## src/rtl/noc_pkg.sv

```systemverilog
// Shared types and helpers for the synchronous mesh router: port encoding,
// dimension-ordered route function and round-robin pick.
package noc_pkg;

  localparam int NPORTS = 5;

  typedef enum logic [2:0] {
    PE = 3'd0,
    N  = 3'd1,
    E  = 3'd2,
    S  = 3'd3,
    W  = 3'd4
  } port_e;

  // X first, then Y; a flit already at its destination goes to the local PE.
  function automatic port_e xy_route(input int dx, input int dy, input int myx, input int myy);
    port_e p;
    if (dx > myx) begin
      p = E;
    end else if (dx < myx) begin
      p = W;
    end else if (dy > myy) begin
      p = N;
    end else if (dy < myy) begin
      p = S;
    end else begin
      p = PE;
    end
    return p;
  endfunction

  function automatic logic [2:0] rr_pick(input logic [NPORTS-1:0] req, input logic [2:0] ptr);
    logic [2:0] pick;
    logic       found;
    int         idx;
    pick  = ptr;
    found = 1'b0;
    for (int k = 0; k < NPORTS; k++) begin
      idx = (int'(ptr) + k) % NPORTS;
      if (!found && req[idx]) begin
        pick  = 3'(idx);
        found = 1'b1;
      end else begin
        found = found;
      end
    end
    return pick;
  endfunction

endpackage

```

## src/rtl/noc_router_sync_if.sv

```systemverilog
// Five-port flit handshake bundle between a router and its neighbours.
interface noc_router_sync_if #(parameter int WIDTH = 15);
  import noc_pkg::*;

  logic [NPORTS-1:0]            in_valid;
  logic [NPORTS-1:0][WIDTH-1:0] in_data;
  logic [NPORTS-1:0]            in_ready;
  logic [NPORTS-1:0]            out_valid;
  logic [NPORTS-1:0][WIDTH-1:0] out_data;
  logic [NPORTS-1:0]            out_ready;

  modport master (output in_valid, in_data, out_ready,
                  input  in_ready, out_valid, out_data);
  modport slave  (input  in_valid, in_data, out_ready,
                  output in_ready, out_valid, out_data);
endinterface

```

## src/rtl/noc_fifo_sync.sv

```systemverilog
// Per-input flit FIFO; DEPTH must be a power of two so the pointers wrap naturally.
module noc_fifo_sync #(
  parameter int WIDTH = 15,
  parameter int DEPTH = 4
) (
  input  logic             clk,
  input  logic             rst_n,
  input  logic             push,
  input  logic [WIDTH-1:0] din,
  input  logic             pop,
  output logic             full,
  output logic             empty,
  output logic [WIDTH-1:0] head
);
  localparam int AW = $clog2(DEPTH);
  localparam logic [AW:0] FULL_CNT = (AW+1)'(DEPTH);

  logic [WIDTH-1:0] mem_r [DEPTH];
  logic [AW-1:0]    rd_ptr_r;
  logic [AW-1:0]    wr_ptr_r;
  logic [AW:0]      count_r;
  logic             do_push_s;
  logic             do_pop_s;

  assign do_push_s = push && !full;
  assign do_pop_s  = pop && !empty;
  assign full      = (count_r == FULL_CNT);
  assign empty     = (count_r == '0);
  assign head      = mem_r[rd_ptr_r];

  // Storage, pointers and occupancy.
  always_ff @(posedge clk or negedge rst_n) begin
    if (!rst_n) begin
      for (int i = 0; i < DEPTH; i++) begin
        mem_r[i] <= '0;
      end
      rd_ptr_r <= '0;
      wr_ptr_r <= '0;
      count_r  <= '0;
    end else begin
      if (do_push_s) begin
        mem_r[wr_ptr_r] <= din;
        wr_ptr_r        <= wr_ptr_r + 1'b1;
      end
      if (do_pop_s) begin
        rd_ptr_r <= rd_ptr_r + 1'b1;
      end
      case ({do_push_s, do_pop_s})
        2'b10:   count_r <= count_r + 1'b1;
        2'b01:   count_r <= count_r - 1'b1;
        default: count_r <= count_r;
      endcase
    end
  end

endmodule

```

## src/rtl/noc_router_sync.sv

```systemverilog
// Single-flit 5-port mesh router: input FIFOs, XY route decode, per-output
// round-robin arbitration into registered output slots, dropped-flit counter.
module noc_router_sync
  import noc_pkg::*;
#(
  parameter int                WIDTH   = 15,
  parameter int                DEPTH   = 4,
  parameter int                ROW     = 4,
  parameter int                COL     = 4,
  parameter int                MY_X    = 0,
  parameter int                MY_Y    = 0,
  parameter int                X_LSB   = 4,
  parameter int                Y_LSB   = 7,
  parameter logic [NPORTS-1:0] PORT_EN = 5'b11111
) (
  input  logic               clk,
  input  logic               rst_n,
  noc_router_sync_if.slave   bus,
  output logic               drop_pulse,
  output logic [7:0]         drop_cnt
);
  localparam int XW = (COL > 1) ? $clog2(COL) : 1;
  localparam int YW = (ROW > 1) ? $clog2(ROW) : 1;

  logic [NPORTS-1:0][WIDTH-1:0]  head_s;
  logic [NPORTS-1:0]             full_s, empty_s, push_s, pop_s, drop_s, in_ready_s;
  int                            dx_s [NPORTS];
  int                            dy_s [NPORTS];
  port_e                         dest_s [NPORTS];
  logic [NPORTS-1:0][NPORTS-1:0] req_s;
  logic [NPORTS-1:0]             grant_s;
  logic [2:0]                    grantee_s [NPORTS];
  logic [2:0]                    n_drop_s;
  logic [8:0]                    cnt_sum_s;

  logic [NPORTS-1:0]             out_valid_r;
  logic [NPORTS-1:0][WIDTH-1:0]  out_data_r;
  logic [2:0]                    rr_ptr_r [NPORTS];
  logic                          drop_pulse_r;
  logic [7:0]                    drop_cnt_r;

  // Readiness looks only at registered occupancy, never at a same-cycle pop.
  assign in_ready_s    = PORT_EN & ~full_s;
  assign push_s        = bus.in_valid & in_ready_s;
  assign bus.in_ready  = in_ready_s;
  assign bus.out_valid = out_valid_r;
  assign bus.out_data  = out_data_r;
  assign drop_pulse    = drop_pulse_r;
  assign drop_cnt      = drop_cnt_r;

  for (genvar p = 0; p < NPORTS; p++) begin : g_in
    noc_fifo_sync #(.WIDTH(WIDTH), .DEPTH(DEPTH)) u_fifo (
      .clk   (clk),
      .rst_n (rst_n),
      .push  (push_s[p]),
      .din   (bus.in_data[p]),
      .pop   (pop_s[p]),
      .full  (full_s[p]),
      .empty (empty_s[p]),
      .head  (head_s[p])
    );
  end

  // Route decode: each non-empty head either requests one output or is dropped.
  always_comb begin
    req_s  = '0;
    drop_s = '0;
    for (int p = 0; p < NPORTS; p++) begin
      dx_s[p]   = int'(head_s[p][X_LSB +: XW]);
      dy_s[p]   = int'(head_s[p][Y_LSB +: YW]);
      dest_s[p] = xy_route(dx_s[p], dy_s[p], MY_X, MY_Y);
      if (empty_s[p]) begin
        drop_s[p] = 1'b0;
      end else if (dx_s[p] >= COL || dy_s[p] >= ROW || !PORT_EN[dest_s[p]]) begin
        drop_s[p] = 1'b1;
      end else begin
        req_s[dest_s[p]][p] = 1'b1;
      end
    end
  end

  // Per-output arbitration; drops and grants together form the FIFO pops.
  always_comb begin
    grant_s = '0;
    pop_s   = drop_s;
    for (int o = 0; o < NPORTS; o++) begin
      grantee_s[o] = rr_pick(req_s[o], rr_ptr_r[o]);
      if ((!out_valid_r[o] || bus.out_ready[o]) && (|req_s[o])) begin
        grant_s[o]            = 1'b1;
        pop_s[grantee_s[o]]   = 1'b1;
      end else begin
        grant_s[o] = 1'b0;
      end
    end
  end

  // Number of flits dropped this cycle and the unsaturated next count.
  always_comb begin
    n_drop_s = 3'd0;
    for (int p = 0; p < NPORTS; p++) begin
      n_drop_s = n_drop_s + {2'b00, drop_s[p]};
    end
    cnt_sum_s = {1'b0, drop_cnt_r} + {6'b000000, n_drop_s};
  end

  // Output slots and round-robin pointers.
  always_ff @(posedge clk or negedge rst_n) begin
    if (!rst_n) begin
      out_valid_r <= '0;
      out_data_r  <= '0;
      for (int o = 0; o < NPORTS; o++) begin
        rr_ptr_r[o] <= 3'd0;
      end
    end else begin
      for (int o = 0; o < NPORTS; o++) begin
        if (grant_s[o]) begin
          out_valid_r[o] <= 1'b1;
          out_data_r[o]  <= head_s[grantee_s[o]];
          rr_ptr_r[o]    <= (grantee_s[o] == 3'd4) ? 3'd0 : grantee_s[o] + 3'd1;
        end else if (bus.out_ready[o]) begin
          out_valid_r[o] <= 1'b0;
        end else begin
          out_valid_r[o] <= out_valid_r[o];
        end
      end
    end
  end

  // Drop pulse and saturating drop counter.
  always_ff @(posedge clk or negedge rst_n) begin
    if (!rst_n) begin
      drop_pulse_r <= 1'b0;
      drop_cnt_r   <= 8'd0;
    end else begin
      drop_pulse_r <= |drop_s;
      drop_cnt_r   <= (cnt_sum_s > 9'd255) ? 8'd255 : cnt_sum_s[7:0];
    end
  end

endmodule

```

## src/flat_wrapper.sv

```systemverilog
// flat-port wrapper written by rule: the top's interface ports become plain ports
module noc_router_sync_flat import noc_pkg::*;
#(
  parameter int                WIDTH   = 15,
  parameter int                DEPTH   = 4,
  parameter int                ROW     = 4,
  parameter int                COL     = 4,
  parameter int                MY_X    = 0,
  parameter int                MY_Y    = 0,
  parameter int                X_LSB   = 4,
  parameter int                Y_LSB   = 7,
  parameter logic [NPORTS-1:0] PORT_EN = 5'b11111
)
  (clk, rst_n, drop_pulse, drop_cnt, bus_in_valid, bus_in_data, bus_out_ready, bus_in_ready, bus_out_valid, bus_out_data);
  noc_router_sync_if #(.WIDTH(WIDTH)) bus_i ();
  input  logic clk;
  input  logic rst_n;
  output logic drop_pulse;
  output logic [7:0] drop_cnt;
  input wire logic [$bits(bus_i.in_valid)-1:0] bus_in_valid;
  input wire logic [$bits(bus_i.in_data)-1:0] bus_in_data;
  input wire logic [$bits(bus_i.out_ready)-1:0] bus_out_ready;
  output wire logic [$bits(bus_i.in_ready)-1:0] bus_in_ready;
  output wire logic [$bits(bus_i.out_valid)-1:0] bus_out_valid;
  output wire logic [$bits(bus_i.out_data)-1:0] bus_out_data;
  assign bus_i.in_valid = bus_in_valid;
  assign bus_i.in_data = bus_in_data;
  assign bus_i.out_ready = bus_out_ready;
  assign bus_in_ready = bus_i.in_ready;
  assign bus_out_valid = bus_i.out_valid;
  assign bus_out_data = bus_i.out_data;
  noc_router_sync #(.WIDTH(WIDTH), .DEPTH(DEPTH), .ROW(ROW), .COL(COL), .MY_X(MY_X), .MY_Y(MY_Y), .X_LSB(X_LSB), .Y_LSB(Y_LSB), .PORT_EN(PORT_EN)) u_core (.clk(clk), .rst_n(rst_n), .bus(bus_i), .drop_pulse(drop_pulse), .drop_cnt(drop_cnt));
endmodule
```

## config.mk

```make
export PLATFORM = sky130hd
export DESIGN_NAME = noc_router_sync_flat
export DESIGN_NICKNAME = d
export VERILOG_FILES = /design/src/rtl/noc_pkg.sv /design/src/rtl/noc_router_sync_if.sv /design/src/rtl/noc_fifo_sync.sv /design/src/rtl/noc_router_sync.sv /design/src/flat_wrapper.sv
export SDC_FILE = /design/constraint.sdc
export NUM_CORES = 1
export LEC_CHECK = 0
export ABC_AREA = 1
export CELL_PAD_IN_SITES_DETAIL_PLACEMENT = 1
export CELL_PAD_IN_SITES_GLOBAL_PLACEMENT = 1
export CORE_ASPECT_RATIO = 1.4
export CORE_MARGIN = 5
export CORE_UTILIZATION = 44
export DETAILED_ROUTE_END_ITERATION = 10
export HOLD_SLACK_MARGIN = 0.08
export MAX_ROUTING_LAYER = met4
export PLACE_DENSITY = 0.82
export SLEW_MARGIN = 10
export SYNTH_ARGS = -nofsm -noshare
export SYNTH_HDL_FRONTEND = slang
export SYNTH_SLANG_ARGS = --single-unit
export TNS_END_PERCENT = 5
```

## constraint.sdc

```tcl
create_clock -name clk -period 6 [get_ports clk]
set_input_delay 0.9 -clock clk [delete_from_list [all_inputs] [get_ports clk]]
set_output_delay 0.9 -clock clk [all_outputs]
set_load 0.05 [all_outputs]
```

# Word level (Yosys, flattened, before mapping)
# Memories as Yosys holds them, arrays and structs flattened.
# Cells that the tools add are included.
dict set report totals {
  regBits 439
  latch_bits 0
  mem_bits_rw 0
  romBits 40
  in_bits 87
  output_inout_bits 94
  word_cells 601
  n_memories 5
}
dict set report classes {
  add_sub_neg 50
  n_mul 0
  n_div 25
  magnitude_cmp 71
  n_eq_ne 20
  n_shift 0
  n_mux 246
  bitwise 21
  reduce_logical 111
}
# name words width read_ports rd_ports_with_merged_regs write_ports line_no
set mem_list {}
lappend mem_list {{(no name shown)} 8 1 1 0 0 noc_router_sync.sv:74} ;# end else if (dx_s[p] >= COL || dy_s[p] >= ROW || !PORT_EN[dest_s[p]]) begin
lappend mem_list {{(no name shown)} 8 1 1 0 0 noc_router_sync.sv:74}
lappend mem_list {{(no name shown)} 8 1 1 0 0 noc_router_sync.sv:74}
lappend mem_list {{(no name shown)} 8 1 1 0 0 noc_router_sync.sv:74}
lappend mem_list {{(no name shown)} 8 1 1 0 0 noc_router_sync.sv:74}
# operator count
set ops {}
lappend ops {{$lt 32x5->1 const B} 25}
lappend ops {{$mod 32x4->32 const B} 20}
lappend ops {{$bwmux 60} 5}
lappend ops {{$mux 15} 20}
lappend ops {{$mux 25} 10}
lappend ops {{$bmux 15 s3} 5}
lappend ops {{$mod 4x4->32 const B} 5}
lappend ops {{$bmux 15 s2} 5}
lappend ops {{$demux 15 s2} 5}
lappend ops {{$mux 1} 111}
lappend ops {{$mux 3} 34}
lappend ops {{$or 25x25->25} 4}
lappend ops {{$bmux 1 s3} 25}
lappend ops {{$demux 5 s3} 5}
lappend ops {{$logic_and 1x1->1} 50}
lappend ops {{$add 3x2->4 const B} 10}
lappend ops {{$lt 3x4->1 const B} 9}
lappend ops {{$logic_not 1->1} 35}
lappend ops {{$add 3x1->3 const B} 10}
lappend ops {{$eq 3x3->1 const B} 10}
lappend ops {{$ge 3x3->1 const B} 10}
lappend ops {{$mux 5} 6}
lappend ops {{$not 2->3} 10}
lappend ops {{$pmux 3 s2} 5}
lappend ops {{26 further kinds} 110}

# Longest topological paths before layout
dict set report depth {
  ltp_word 58
  mapped_depth 40
  ltp_nobuf 39
}

# Cells and area by module
# Synthesis repeated with hierarchy kept, for this count alone.
dict set report hier_totals {
  hier_cells 3932
  area_unflattened_um2 27934.3
}
# mod instances cells_each area_each_um2 seq_area_each_um2
set by_module_without_submodules {}
lappend by_module_without_submodules {noc_fifo_sync 5 425 3498.4 1676.6}
lappend by_module_without_submodules {noc_router_sync 1 1807 10442.5 1826.8}

# Worst setup path before layout
# OpenSTA, ideal clock, no wires.
dict set report synth_timing {
  path_type {register to register}
  startpoint {register u_core.rr_ptr_r[9] in the netlist's numbering}
  endpoint {register u_core.g_in[0].u_fifo.count_r[2]}
  setup_time_ns 0.131
  t_arrival_ns 5.188
  required_time_ns 5.869
  setup_slack_ns 0.681
  path_stages_with_launch 38
  n_path_buf 1
  period_less_slack_ns 5.319
  cell_sequence {dfrtp_1 > buf_4 > inv_1 > ha_1 > inv_1 > ha_1 > inv_1 > ha_1 > nor2_1 > nand2_1 > nand2_1 > xor2_1 > ha_1 > inv_1 > or2_2 > nand2_1 > nand3_1 > nand2_2 > (+2 left out) > nand2_1 > nand2_1 > nand2_2 > nor2_1 > nand2_4 > nor2_1 > inv_1 > nand2_1 > nand4_1 > nand3_1 > nand2_1 > inv_1 > ha_1 > inv_1 > fa_1 > a21oi_1 > o21ai_0 > xor2_1}
}
dict set report synth_via {
  elab_chain_cells 32
  word_cells_on_any_way 59
  cone_classes {add/sub (4); div (5); order compare (2); eq/ne (2); mux (31); bitwise (4); reduce/logical (11)}
}
# item line_no
set synth_rtl {}
lappend synth_rtl {{start: declaration} noc_router_sync.sv:38} ;# logic [2:0] rr_ptr_r [NPORTS];
lappend synth_rtl {{start signal: indexed assignment} noc_router_sync.sv:119} ;# rr_ptr_r[o] <= (grantee_s[o] == 3'd4) ? 3'd0 : grantee_s[o] + 3'd1;
lappend synth_rtl {{parallel branches: the longest is 16 deep, another holds $mod 32x4->32} n/a}
lappend synth_rtl {{$mux 3 (*)} noc_pkg.sv:40} ;# if (!found && req[idx]) begin
lappend synth_rtl {{$lt 3x4->1 (implied by the code) or $ge 3x1->1 (tied branches)} noc_router_sync.sv:90} ;# pop_s[grantee_s[o]] = 1'b1;
lappend synth_rtl {{$logic_and 1x1->1 (implied by the code)} noc_router_sync.sv:90}
lappend synth_rtl {{$mux 1 (implied by the code)} noc_router_sync.sv:90}
lappend synth_rtl {{$demux 1 s3 (*)} n/a}
lappend synth_rtl {{$or 5x5->5 (no source line) (*)} n/a}
lappend synth_rtl {{$mux 5 (*)} noc_router_sync.sv:88} ;# if ((!out_valid_r[o] || bus.out_ready[o]) && (|req_s[o])) begin
lappend synth_rtl {{(+2 left out)} n/a}
lappend synth_rtl {{$or 5x5->5 (no source line)} n/a}
lappend synth_rtl {{$mux 5 (*)} noc_router_sync.sv:88}
lappend synth_rtl {{$or 5x5->5 (no source line)} n/a}
lappend synth_rtl {{$mux 5 (*)} noc_router_sync.sv:88}
lappend synth_rtl {{$logic_and 1x1->1 (*)} noc_fifo_sync.sv:26} ;# assign do_pop_s = pop && !empty;
lappend synth_rtl {{via u_core.g_in[0].u_fifo.do_pop_s} noc_fifo_sync.sv:23} ;# logic do_pop_s;
lappend synth_rtl {{$eq 2x1->1 or $eq 2x2->1 (tied branches)} noc_fifo_sync.sv:48} ;# case ({do_push_s, do_pop_s})
lappend synth_rtl {{$pmux 3 s2 or $reduce_bool 2->1 (tied branches)} n/a}
lappend synth_rtl {{end signal: assignment} noc_fifo_sync.sv:49} ;# 2'b10: count_r <= count_r + 1'b1;
lappend synth_rtl {{end signal: assignment} noc_fifo_sync.sv:50} ;# 2'b01: count_r <= count_r - 1'b1;
lappend synth_rtl {{end signal: assignment} noc_fifo_sync.sv:51} ;# default: count_r <= count_r;
lappend synth_rtl {{end: declaration} noc_fifo_sync.sv:21} ;# logic [AW:0] count_r;
# Mark *: on every way through the listed nets, which the timed path passes. The select of a mux whose other input is x is not followed.
# A chain may end at the register's enable or synchronous reset.

# Worst setup path in the final report
dict set report layout_timing {
  startpoint {register u_core.rr_ptr_r[7] in the netlist's numbering}
  endpoint {register u_core.g_in[4].u_fifo.count_r[2]}
}
dict set report layout_via {
  elab_chain_cells 30
  word_cells_on_any_way 57
  cone_classes {add/sub (4); div (5); order compare (2); eq/ne (2); mux (30); bitwise (3); reduce/logical (11)}
}
# item line_no
set layout_rtl {}
lappend layout_rtl {{parallel branches: the longest is 16 deep, another holds $mod 32x4->32} n/a}
lappend layout_rtl {{$mux 3 (*)} noc_pkg.sv:40}
lappend layout_rtl {{$lt 3x4->1 (implied by the code) or $ge 3x1->1 (tied branches)} noc_router_sync.sv:90}
lappend layout_rtl {{$logic_and 1x1->1 (implied by the code)} noc_router_sync.sv:90}
lappend layout_rtl {{$mux 1 (implied by the code)} noc_router_sync.sv:90}
lappend layout_rtl {{$demux 1 s3 (*)} n/a}
lappend layout_rtl {{$or 5x5->5 (no source line) (*)} n/a}
lappend layout_rtl {{$mux 5 (*)} noc_router_sync.sv:88}
lappend layout_rtl {{$or 5x5->5 (no source line)} n/a}
lappend layout_rtl {{$mux 5 (*)} noc_router_sync.sv:88}
lappend layout_rtl {{$or 5x5->5 (no source line)} n/a}
lappend layout_rtl {{$mux 5 (*)} noc_router_sync.sv:88}
lappend layout_rtl {{$logic_and 1x1->1 (*)} noc_fifo_sync.sv:26}
lappend layout_rtl {{via u_core.g_in[4].u_fifo.do_pop_s} noc_fifo_sync.sv:23}
lappend layout_rtl {{$eq 2x1->1 or $eq 2x2->1 (tied branches)} noc_fifo_sync.sv:48}
lappend layout_rtl {{$pmux 3 s2 or $reduce_bool 2->1 (tied branches)} n/a}
lappend layout_rtl {{end signal: assignment} noc_fifo_sync.sv:49}
lappend layout_rtl {{end signal: assignment} noc_fifo_sync.sv:50}
lappend layout_rtl {{end signal: assignment} noc_fifo_sync.sv:51}
lappend layout_rtl {{end: declaration} noc_fifo_sync.sv:21}
# Marks and branches as above.

==> qor.yml <==
antenna_found_initial: 0
drtIter0Drc: 1299
ys_seq_area_share_pct: 41.3
crit_path_end: "u_core.g_in[4].u_fifo.count_r[2]"
slew_headroom_pct: 30.1
max_freq_mhz: 176
yosys_register_bits: 408
initial_core_util_pct: 44.5
critPathMaxStageDelay_ns: 0.40
crit_buf_inv: 5
fin_area_um2: 28400
grt_max_degree: 132
dr.pass1.iters: 5
required_ns: 6.47
synth_edf_count: 0
fin_crit_sh_pct: 94.7
grtUsageTotal_pct: 27.8
die_x_um: 210
yosysWarnings: 0
hp-class: "in -> async"
critical_path.top_delay_family: "simple AND/OR/NAND/NOR gates"
tightest_slew_ns: 1.05
dp_cells: 4154
wl_per_cell_um: 20.0
crit_cells: 33
clk_pin_slew_ns: 0.07
grt_pass1_vias: 25100
critical_path.startpoint: "u_core.rr_ptr_r[7]"
slowest_stage: "dfrtp_2"
fin_skew_ns: 0.0232
min_period_ns: 5.68
critPathMostFrequentCell: "nand3_1"
syn-instance-count: 3389
synth_top_cell_by_area: "dfrtp_1"
synth_area_leaders: "dfrtp_1 41%, nand2_1 18%, o21ai_0 8.4%"
die_h_um: 290
synthDistinctLibCells: 49
place.gp.congestion: 0.959
placed_area_um2: 26700
synth_common_cells: "1156 x nand2_1, 417 x o21ai_0, 408 x dfrtp_1"
cts-htree-levels: 2
die_area_um2: 61000
regToRegEndpoint: "u_core.g_in[4].u_fifo.count_r[2]"
cts_tree: "built"
cp_max_fo: 16
grt-ovfl-total: 0
clock-sinks: 408
critical_path_class: "reg -> reg"
root_buffer: "clkbuf_16"
area_growth_pct: 15.2
io_pins: 181
end_kind: "flop"
clk_path_buf_depth: 3
worstPathArrival_ns: 6.15
status: "finished, final reports clean"
grt_pass1_wl_um: 135000
num_antenna_cells: 0
vias: 23400
r2r_slack_ns: 0.32
via_per_inst: 5.52
hold_viol: 0
synth.top_cell.area_share_pct: 41.3
hold_ws_ns: 0.331
clock_latency_ns: 0.60
core_area_um2: 55500
setup_violations: 0
ys.flop_type: "dfrtp_1"
maxCapViolations: 0
reg2regPathDepth: 33
drt-total-wl_um: 85000
regToRegStartpoint: "u_core.rr_ptr_r[7]"
dp_hpwl_um: 60800
hold_buffers: 0
remaining_drc_errors: 0
stdcell_count: 4242
place.port_buffers: 154
synth.cell_area_um2: 24700
nets: 3666
slew_violations: 0
worst_setup_path_start_kind: "flop"
post-synth-top-count-cell: "nand2_1"
cts-buffers-inserted: 44
rsz0062_at_grt: "true"
drtAntennaViolNets: 0
syn_avg_cell_area_um2: 7.29
row_count: 102
async_flop_share_pct: 100
final_layout_size_suffix_gt1_share_pct: 7.85
per-stage QoR:
step	worst slack, ns	utilization, %	TNS, ns
6_report	0.316	51.2	0
5_1_grt	-0.0338	51.2	-0.0423
4_1_cts	0.0564	50.9	0
3_5_place_dp	0.00416	48.0	0
3_3_place_gp	0.296	48.0	0
2_1_floorplan	0.681	-	0
final cells by class:
type                            count  area (um^2)
Fill cell                        6935        27100
Multi-Input combinational cell   2494        12500
Sequential cell                   408        10200
Timing Repair Buffer              211         2010
Clock buffer                       65         1290
Inverter                          319         1200
Tap cell                          728          911
Clock inverter                     17          299
cell families (layout without fill, tap and decap cells):
logic type      after synthesis  after routing  synth area share (%)
fa+ha+maj                   101            101                  5.30
compound gates              582            583                  12.7
xor+xnor                     38             38                  1.51
other cells                   1             25                0.0152
buf+inv                     512            612                  8.86
flops                       408            408                  41.3
simple gates               1747           1747                  30.3
repair_timing:
item,CTS,global route
gates cloned,0,1
resized for setup,2,31
endpoints found under the setup margin,3,10
hold endpoints to repair,0,0
setup buffers,0,5
pin swaps,0,5
how the worst min path moves through the flow:
stage / from / cells after the start / slack, ns / end
after global routing: rst_n / 1 / 0.38 / u_core.rr_ptr_r[8]
after CTS: rst_n / 1 / 0.36 / u_core.rr_ptr_r[7]
after detailed placement: u_core.bus.out_data[52] / 0 / 0.37 / u_core.bus.out_data[52]
after floorplan: u_core.g_in[0].u_fifo.count_r[0] / 1 / 0.45 / u_core.g_in[0].u_fifo.count_r[0]
final: rst_n / 1 / 0.33 / u_core.rr_ptr_r[8]
after global placement: u_core.bus.out_data[52] / 0 / 0.36 / u_core.bus.out_data[52]
flip-flops by register name (all words and copies together), names as in the netlist:
| name | flops |
|---|---|
| u_core.bus.out_data | 60 |
| u_core.bus.out_valid | 4 |
| u_core.g_in.u_fifo.count_r | 15 |
| u_core.g_in.u_fifo.mem_r | 300 |
| u_core.g_in.u_fifo.rd_ptr_r | 10 |
| u_core.g_in.u_fifo.wr_ptr_r | 10 |
| u_core.rr_ptr_r | 9 |
placed cells by master, fill, tap and decap left out, drive strengths merged, types with 15 or more instances in the layout:
master	Yosys	final
buf	88	58
o21ai	462	462
nand3	324	324
xor2	27	27
conb	1	25
a21oi	30	31
nand4	23	23
nor2	187	187
o211ai	34	34
a22oi	15	15
ha	95	95
nand2	1193	1193
clkdlybuf4s50	0	153
dfrtp	408	408
inv	316	315
clkbuf	105	65
o22ai	34	34
layer usage:
| layer | global-route usage (%) | up-vias | wire [um] | share of wire, % |
|---|---|---|---|---|
| met4 | 12.4 | 0 | 4450 | 5.2 |
| met2 | 48.9 | 535 | 43700 | 51 |
| li1 | - | 11000 | - | - |
| met3 | 2.90 | 195 | 2990 | 3.5 |
| met1 | 31.9 | 11700 | 33900 | 40 |
| met5 | - | - | 0 | 0 |
Power is not shown: default switching activity piles up to over one toggle a cycle in this logic, so the estimate is an artifact.
